===== config.mk =====
export PLATFORM = sky130hd
export DESIGN_NAME = mem_test_sequencer
export DESIGN_NICKNAME = d
export VERILOG_FILES = /design/src/rtl/mem_test_sequencer.sv
export SDC_FILE = /design/constraint.sdc
export NUM_CORES = 1
export LEC_CHECK = 0
export BUFFER_PORTS_ARGS = -buffer_cell sky130_fd_sc_hd__buf_4
export CORE_MARGIN = 2
export CORE_UTILIZATION = 50
export DETAILED_ROUTE_END_ITERATION = 6
export PLACE_DENSITY_LB_ADDON = 0.25
export SYNTH_ARGS = -nofsm -noshare
export SYNTH_HDL_FRONTEND = slang
export SYNTH_SLANG_ARGS = --single-unit

===== constraint.sdc =====
create_clock -name variable_clk_2 -period 4.2 [get_ports variable_clk_2]
set_clock_uncertainty 0.1 [all_clocks]
set_input_delay 0.84 -clock variable_clk_2 [delete_from_list [all_inputs] [get_ports variable_clk_2]]
set_output_delay 0.84 -clock variable_clk_2 [all_outputs]
set_load 0.01 [all_outputs]

===== src/rtl/mem_test_sequencer.sv =====
// RAM speed-test sequencer: settle, fill every address at full rate, then
// read each word back and stream it out one W-bit slice at a time.
module mem_test_sequencer #(
  parameter int unsigned no_of_digits    = 8,
  parameter int unsigned radix_bits      = 3,
  parameter int unsigned address_width   = 14,
  parameter int unsigned max_ram_address = 1024,
  parameter int unsigned burst_index     = 8,
  parameter int unsigned settle_cycles   = 4,
  parameter int unsigned rd_latency      = 2,
  localparam int unsigned word_w         = (no_of_digits + 1) * radix_bits,
  localparam int unsigned ram_w          = word_w * burst_index
) (
  input  logic                     variable_clk_2,
  input  logic                     reset,
  input  logic                     start_signal,
  input  logic                     abort,
  output logic [address_width-1:0] ram_addr,
  output logic                     ram_wren,
  input  logic [ram_w-1:0]         ram_q,
  output logic [word_w-1:0]        dout,
  output logic                     dout_valid,
  input  logic                     dout_ready,
  output logic                     busy,
  output logic                     transfer_done
);

  localparam int unsigned slice_w  = (burst_index > 1) ? $clog2(burst_index) : 1;
  localparam int unsigned settle_w = (settle_cycles > 1) ? $clog2(settle_cycles) : 1;
  localparam int unsigned rd_w     = (rd_latency > 0) ? $clog2(rd_latency + 1) : 1;

  localparam logic [address_width-1:0] last_addr   = address_width'(max_ram_address - 1);
  localparam logic [slice_w-1:0]       last_slice  = slice_w'(burst_index - 1);
  localparam logic [settle_w-1:0]      settle_last = settle_w'(settle_cycles - 1);
  localparam logic [rd_w-1:0]          rd_last     = rd_w'(rd_latency);

  typedef enum logic [2:0] {
    S_IDLE,
    S_SETTLE,
    S_FILL,
    S_RD_WAIT,
    S_EMIT,
    S_DONE
  } state_t;

  state_t              state;
  logic                start_q;
  logic [settle_w-1:0] settle_cnt;
  logic [rd_w-1:0]     rd_cnt;
  logic [slice_w-1:0]  slice_idx;
  logic [ram_w-1:0]    slice_sr;
  logic                start_edge;

  assign start_edge = start_signal & ~start_q;

  // Sequencer: every output is a register updated here.
  always_ff @(posedge variable_clk_2 or negedge reset) begin
    if (!reset) begin
      state         <= S_IDLE;
      start_q       <= 1'b0;
      settle_cnt    <= '0;
      rd_cnt        <= '0;
      slice_idx     <= '0;
      slice_sr      <= '0;
      ram_addr      <= '0;
      ram_wren      <= 1'b0;
      dout          <= '0;
      dout_valid    <= 1'b0;
      busy          <= 1'b0;
      transfer_done <= 1'b0;
    end else begin
      start_q <= start_signal;
      if (abort) begin
        state         <= S_IDLE;
        settle_cnt    <= '0;
        rd_cnt        <= '0;
        slice_idx     <= '0;
        slice_sr      <= '0;
        ram_addr      <= '0;
        ram_wren      <= 1'b0;
        dout          <= '0;
        dout_valid    <= 1'b0;
        busy          <= 1'b0;
        transfer_done <= 1'b0;
      end else begin
        case (state)
          S_IDLE: begin
            if (start_edge) begin
              state      <= S_SETTLE;
              settle_cnt <= '0;
              ram_addr   <= '0;
              busy       <= 1'b1;
            end
          end

          S_SETTLE: begin
            if (settle_cnt == settle_last) begin
              state    <= S_FILL;
              ram_wren <= 1'b1;
              ram_addr <= '0;
            end else begin
              settle_cnt <= settle_cnt + settle_w'(1);
            end
          end

          S_FILL: begin
            if (ram_addr == last_addr) begin
              state    <= S_RD_WAIT;
              ram_wren <= 1'b0;
              ram_addr <= '0;
              rd_cnt   <= '0;
            end else begin
              ram_addr <= ram_addr + address_width'(1);
            end
          end

          // Address is held until q is valid, then the whole word is captured.
          S_RD_WAIT: begin
            if (rd_cnt == rd_last) begin
              state      <= S_EMIT;
              dout       <= ram_q[word_w-1:0];
              slice_sr   <= ram_q >> word_w;
              dout_valid <= 1'b1;
              slice_idx  <= '0;
            end else begin
              rd_cnt <= rd_cnt + rd_w'(1);
            end
          end

          S_EMIT: begin
            if (dout_ready) begin
              if (slice_idx == last_slice) begin
                dout_valid <= 1'b0;
                dout       <= '0;
                if (ram_addr == last_addr) begin
                  state         <= S_DONE;
                  busy          <= 1'b0;
                  transfer_done <= 1'b1;
                end else begin
                  state    <= S_RD_WAIT;
                  ram_addr <= ram_addr + address_width'(1);
                  rd_cnt   <= '0;
                end
              end else begin
                dout      <= slice_sr[word_w-1:0];
                slice_sr  <= slice_sr >> word_w;
                slice_idx <= slice_idx + slice_w'(1);
              end
            end
          end

          // A new run needs start to drop first, so a held start never restarts.
          S_DONE: begin
            if (!start_signal) begin
              state         <= S_IDLE;
              transfer_done <= 1'b0;
              ram_addr      <= '0;
            end
          end

          default: state <= S_IDLE;
        endcase
      end
    end
  end

endmodule

== Word level (Yosys, flattened, before mapping) ==
Index checks and enable logic that the tools add are counted.

* Shift-type cells: 0
* Bitwise operators: 2
* Multiplexer cells: 65
* Divide/modulo/power cells: 0
* Equality and inequality tests: 21
* $lt $le $gt $ge: 0
* $mul: 0
* Reductions and logical operators: 18
* $add $sub $neg: 4

{| class="wikitable"
|+ Operators by type and width
! kind !! count
|-
| $mux W216 || 4
|-
| $pmux W216 S2 || 1
|-
| $mux W14 || 8
|-
| $mux W27 || 4
|-
| $pmux W14 S5 || 1
|-
| $pmux W27 S2 || 1
|-
| $mux W3 || 13
|-
| $ne A3 B3 Y1 const B || 12
|-
| $mux W2 || 9
|-
| $pmux W3 S6 || 1
|-
| $mux W1 || 16
|-
| $reduce_bool A3 Y1 || 5
|-
| $add A14 B1 Y14 const B || 1
|-
| $eq A14 B10 Y1 const B || 1
|-
| $reduce_and A7 Y1 || 2
|-
| $reduce_and A5 Y1 || 2
|-
| $eq A3 B3 Y1 const B || 3
|-
| $reduce_and A3 Y1 || 3
|-
| $pmux W1 S2 || 4
|-
| $reduce_and A4 Y1 || 2
|-
| $eq A3 B2 Y1 const B || 2
|-
| $pmux W2 S3 || 1
|-
| $pmux W3 S2 || 1
|-
| $reduce_and A6 Y1 || 1
|-
| other kinds (10) || 12
|}

* Latch bits: 0
* ROM bits: 0
* Memories kept: 0
* Output and inout bits: 45
* Memory bits (writable): 0
* Input bits: 221
* Register bits after elaboration: 272

== Depth between registers and ports, before layout ==
* Word-level depth: 6
* Mapped depth: 10
* Depth with buffers taken out: 7

== Worst setup path before layout ==
Ideal clock, no wire load.

* Path type: input -> register
* Start point: in abort
* End point: reg ram_addr[7]
* Cell stages on the path: 7
* Setup time: 0.126 ns
* Path slack: 1.520 ns
* Buffers on the path: 2
* Arrival time: 2.454 ns
* Path through: clkbuf_1 -> or4b_2 -> nor2_1 -> a211o_1 -> clkbuf_1 -> nor4_1 -> a221o_1

* Cells in the longest elaborated chain, start to end: 2
* Elaborated cells between the ends (all ways): 9
* Those cells by class: eq/ne: 6; mux: 1; reduce/logical: 2

{| class="wikitable"
|+ Ends and longest elaborated chain
! item !! RTL line !! RTL
|-
| start, declared || 17 || <nowiki>input logic abort,</nowiki>
|-
| $reduce_bool A6 Y1 (no source line) or $ne A3 B3 Y1 (tied branches) || - ||
|-
| $reduce_and A7 Y1 (no source line) || - ||
|-
| end signal, assigned || 113 || <nowiki>ram_addr <= ram_addr + address_width'(1);</nowiki>
|-
| end signal, assigned || 141 || <nowiki>ram_addr <= ram_addr + address_width'(1);</nowiki>
|-
| end, declared || 18 || <nowiki>output logic [address_width-1:0] ram_addr,</nowiki>
|}

Parallel ways exist; a longest one is shown, timed or not.
A chain may end at the register's enable or synchronous reset.

== Final worst setup path ==
* Start point: reg state[2]
* End point: reg transfer_done

* Cells in the longest elaborated chain, start to end: 3
* Elaborated cells between the ends (all ways): 10
* Those cells by class: eq/ne: 6; mux: 2; reduce/logical: 2

{| class="wikitable"
|+ Ends and longest elaborated chain
! item !! RTL line !! RTL
|-
| start, declared || 46 || <nowiki>state_t state;</nowiki>
|-
| start signal, assigned || 59 || <nowiki>state <= S_IDLE;</nowiki>
|-
| start signal, assigned || 74 || <nowiki>state <= S_IDLE;</nowiki>
|-
| start signal, assigned || 89 || <nowiki>state <= S_SETTLE;</nowiki>
|-
| $eq A3 B3 Y1 || 86 || <nowiki>case (state)</nowiki>
|-
| $ne A3 B3 Y1 (no source line), or another cell as far along || - ||
|-
| $reduce_and A5 Y1 (no source line) or $mux W1 (tied branches) || - ||
|-
| end signal, assigned || 70 || <nowiki>transfer_done <= 1'b0;</nowiki>
|-
| end signal, assigned || 84 || <nowiki>transfer_done <= 1'b0;</nowiki>
|-
| end signal, assigned || 138 || <nowiki>transfer_done <= 1'b1;</nowiki>
|-
| end, declared || 25 || <nowiki>output logic transfer_done</nowiki>
|}

Parallel ways exist; a longest one is shown, timed or not.

==> impl_results.rst <==
.. list-table::
   :header-rows: 1

   * - Metric
     - Value
   * - Yosys warning count
     - 0
   * - Sequential cell area fraction in the yosys report
     - 0.556
   * - Commonest cells after routing, fill and taps aside
     - sky130_fd_sc_hd__buf_4, sky130_fd_sc_hd__nand2_1, sky130_fd_sc_hd__dfrtp_1
   * - Number of gates resized after CTS
     - 0
   * - Final HPWL DP
     - 19,200 um
   * - Total area of multi-input combinational cells
     - 0.00451 sq mm
   * - Areal power density over the cells
     - 455 mW/mm^2
   * - Worst setup startpoint
     - state[2]$_DFFE_PN0P_
   * - Type of the worst setup path
     - flop to flop
   * - Capturing element of the worst setup path
     - transfer_done$_DFFE_PN0P_
   * - Transition at the pin with the smallest max-transition slack
     - 0.928 ns
   * - Die outline width
     - 153 um
   * - Layout cell share with drive strength beyond 1
     - 0.245
   * - Clock sinks
     - 245
   * - Number of flops mapped to enable cells by yosys
     - 0
   * - Worst Reg-to-Reg Cells
     - 6
   * - Required @ worst endpoint
     - 4.54 ns
   * - Antenna Diode Count
     - 0
   * - Minimum period implied by the final worst setup slack
     - ~2.9 ns
   * - Register Area
     - 0.00613 sq mm
   * - Insertion delay of the later-clocked pin in the worst-skew pair
     - 0.52 ns
   * - Beginning of the worst register-to-register path
     - state[2]$_DFFE_PN0P_
   * - DR pass1 iterations
     - 5
   * - Average detailed-routed wire length per instance
     - 17.6 um
   * - Total power draw
     - 6390 uW
   * - Run status
     - finished, final reports clean
   * - H-tree level count
     - 1
   * - Mean area per synthesized cell
     - ~9.6 sq um
   * - Worst Setup End Kind
     - flop
   * - Fill cells
     - 1,805
   * - Number of cells produced by synthesis
     - 1,154
   * - Root buffer cell
     - sky130_fd_sc_hd__clkbuf_16
   * - Async SR Flop Fraction
     - 1.00
   * - Antenna violations before repair
     - 0
   * - Maximum clock path buffer count
     - 3
   * - # Max-Cap Violations
     - 0
   * - Max FO, Critical Path
     - 167
   * - Detailed-route via count
     - 9,410
   * - Leak pwr
     - 0.00654 uW
   * - DRC violations left
     - 0
   * - Final Net Count
     - 1,581
   * - Largest net degree at the start of global routing
     - 217
   * - Crit start category
     - flop
   * - Initial drt markers
     - between 500 and 600
   * - Standard cell core area
     - 0.0218 sq mm
   * - Post-route clock period utilization
     - 0.695
   * - Ratio of routed vias to standard cells
     - 5.69
   * - Flip-flop cell with the highest count after synthesis
     - sky130_fd_sc_hd__dfrtp_1
   * - Clock input transition at the sequential cells of the worst setup and hold paths
     - 0.06 ns
   * - Count of final max-slew check failures
     - 0
   * - Total CTS buffers
     - 27
   * - Number of I/O port buffers
     - 265
   * - Synthesized Nets
     - 1,380
   * - First-pass GRT wire length
     - 48,300 um
   * - Die Footprint
     - 0.0233 sq mm
   * - Most frequent standard cell in the layout excluding fill and tap cells
     - sky130_fd_sc_hd__buf_4
   * - Initial core utilization
     - 0.507
   * - TritonCTS clock tree
     - done
   * - Distinct cells, synth
     - 50
   * - RD Place Congestion
     - 0.879
   * - Total global-route track usage
     - 0.250
   * - Number of hold buffers added after CTS
     - 0
   * - Layout-stage area growth over the synthesis result
     - 27.4%
   * - Post-synthesis cell area
     - roughly 0.011 sq mm
   * - Unrepaired setup endpoints after global routing
     - false
   * - Count of final setup violators
     - 0
   * - Overall routed net length
     - 29,200 um
   * - Terminus of the critical flop-to-flop path
     - transfer_done$_DFFE_PN0P_
   * - Arrival time worst endpoint
     - 3.26 ns
   * - Final TNS setup
     - 0 ns
   * - Post-CTS setup-driven buffer insertion count
     - 0
   * - Total grt overflow
     - 0
   * - Via count of the first global-routing pass
     - 8,957
   * - Slew margin rel.
     - 0.373
   * - I/O pin cnt
     - 266
   * - Number of standard-cell rows in the floorplan
     - 54
   * - Reg-to-reg setup timing slack
     - 1.28 ns
   * - Synthesis-stage register bit count
     - 245
   * - Hold Violations, Final
     - 0
   * - Path category of the worst min-delay check
     - input port to asynchronous set/reset pin
   * - Peak VDD IR
     - 0.278 mV
   * - Post-detailed-route count of antenna-violating nets
     - 0
   * - Die Ht
     - ~150 um
   * - FMAX
     - around 0.34 GHz
metal layers:
layer  vias to the layer above  share of wire  track usage
li1                       4578              -            -
met1                      4448           0.46        0.379
met2                       335           0.44        0.366
met3                        49          0.081       0.0603
met4                         0          0.024       0.0617
met5                         -              0            0
through the flow:
step	worst slack, ns	util	instance area [sq um]	cells	hold slack [ns]
after floorplan	1.52	-	11000	1154	0.350
after global placement	0.653	0.605	13200	1606	0.361
after detailed placement	0.627	0.605	13200	1606	0.370
after CTS	0.880	0.645	14000	1653	0.190
after global routing	1.05	0.646	14000	1653	0.216
final	1.28	0.646	14000	1653	0.168
layout make-up:
cell class | count | area share
tap | 280 | 0.0249
clock buffer | 36 | 0.0534
sequential | 245 | 0.437
timing repair buffer | 276 | 0.153
multi-input combinational | 801 | 0.321
inverter | 4 | 0.00107
clock inverter | 11 | 0.00971
sequential cells by signal, indices dropped and copies added, names as in the netlist, 2 cells and up:
name,cells
settle_cnt,2
rd_cnt,2
slice_idx,3
slice_sr,189
dout,27
state,3
ram_addr,14
synthesized netlist by cell type, types with 3 or more instances:
library cell | count | area share
sky130_fd_sc_hd__or3b_2 | 3 | 0.0024
sky130_fd_sc_hd__nor3b_1 | 5 | 0.0034
sky130_fd_sc_hd__nand3_1 | 7 | 0.0032
sky130_fd_sc_hd__buf_1 | 3 | 0.0010
sky130_fd_sc_hd__a31oi_1 | 6 | 0.0034
sky130_fd_sc_hd__a221o_1 | 28 | 0.025
sky130_fd_sc_hd__mux2_2 | 3 | 0.0031
sky130_fd_sc_hd__nand2_1 | 256 | 0.087
sky130_fd_sc_hd__clkbuf_1 | 76 | 0.026
sky130_fd_sc_hd__o21ai_0 | 208 | 0.094
sky130_fd_sc_hd__o31ai_1 | 5 | 0.0034
sky130_fd_sc_hd__and3_1 | 4 | 0.0023
sky130_fd_sc_hd__nor2_1 | 42 | 0.014
sky130_fd_sc_hd__a22oi_1 | 162 | 0.11
sky130_fd_sc_hd__nor3_1 | 5 | 0.0023
sky130_fd_sc_hd__ha_1 | 5 | 0.0057
sky130_fd_sc_hd__a211oi_1 | 4 | 0.0027
sky130_fd_sc_hd__a21o_1 | 4 | 0.0027
sky130_fd_sc_hd__dfrtp_1 | 245 | 0.56
sky130_fd_sc_hd__inv_1 | 4 | 0.0014
sky130_fd_sc_hd__a22o_1 | 3 | 0.0024
sky130_fd_sc_hd__buf_2 | 24 | 0.011
sky130_fd_sc_hd__nand4_1 | 3 | 0.0017
sky130_fd_sc_hd__nor4_1 | 3 | 0.0017
sky130_fd_sc_hd__nand2b_1 | 4 | 0.0023
sky130_fd_sc_hd__a21oi_1 | 11 | 0.0050
cell families after synthesis:
family | Yosys count | share of synthesized area
XOR/XNOR | 1 | 0.000794
AND/OR/NAND/NOR | 348 | 0.133
adder cells (fa/ha/maj) | 5 | 0.00567
AO/OA/AOI/OAI | 441 | 0.258
multiplexers | 6 | 0.00601
flip-flops | 245 | 0.556
buffers and inverters | 108 | 0.0398
power by group:
part / switching [uW] / internal (uW)
Clock: 928 / 1430
Sequential: 240 / 2670
Combinational: 625 / 495
Total: 1790 / 4600
worst min-delay path by stage:
stage | endpoint | slack [ns] | cells after the start
detailed placement | slice_sr[172]$_DFFE_PN0P_ | 0.37 | 2
floorplan | slice_sr[100]$_DFFE_PN0P_ | 0.35 | 2
global route | slice_sr[187]$_DFFE_PN0P_ | 0.22 | 1
CTS | slice_sr[185]$_DFFE_PN0P_ | 0.19 | 1
global placement | slice_sr[34]$_DFFE_PN0P_ | 0.36 | 2
finish | slice_sr[187]$_DFFE_PN0P_ | 0.17 | 1
worst max-delay path: stages, from the launching register on:
cell,delay [ns]
sky130_fd_sc_hd__dfrtp_1,0.69
sky130_fd_sc_hd__or3b_2,0.54
sky130_fd_sc_hd__nor2_4,0.17
sky130_fd_sc_hd__buf_12,0.48
sky130_fd_sc_hd__and4_1,0.49
sky130_fd_sc_hd__a31oi_1,0.13
sky130_fd_sc_hd__nor3_1,0.14
(Power assumes the default switching activity.)
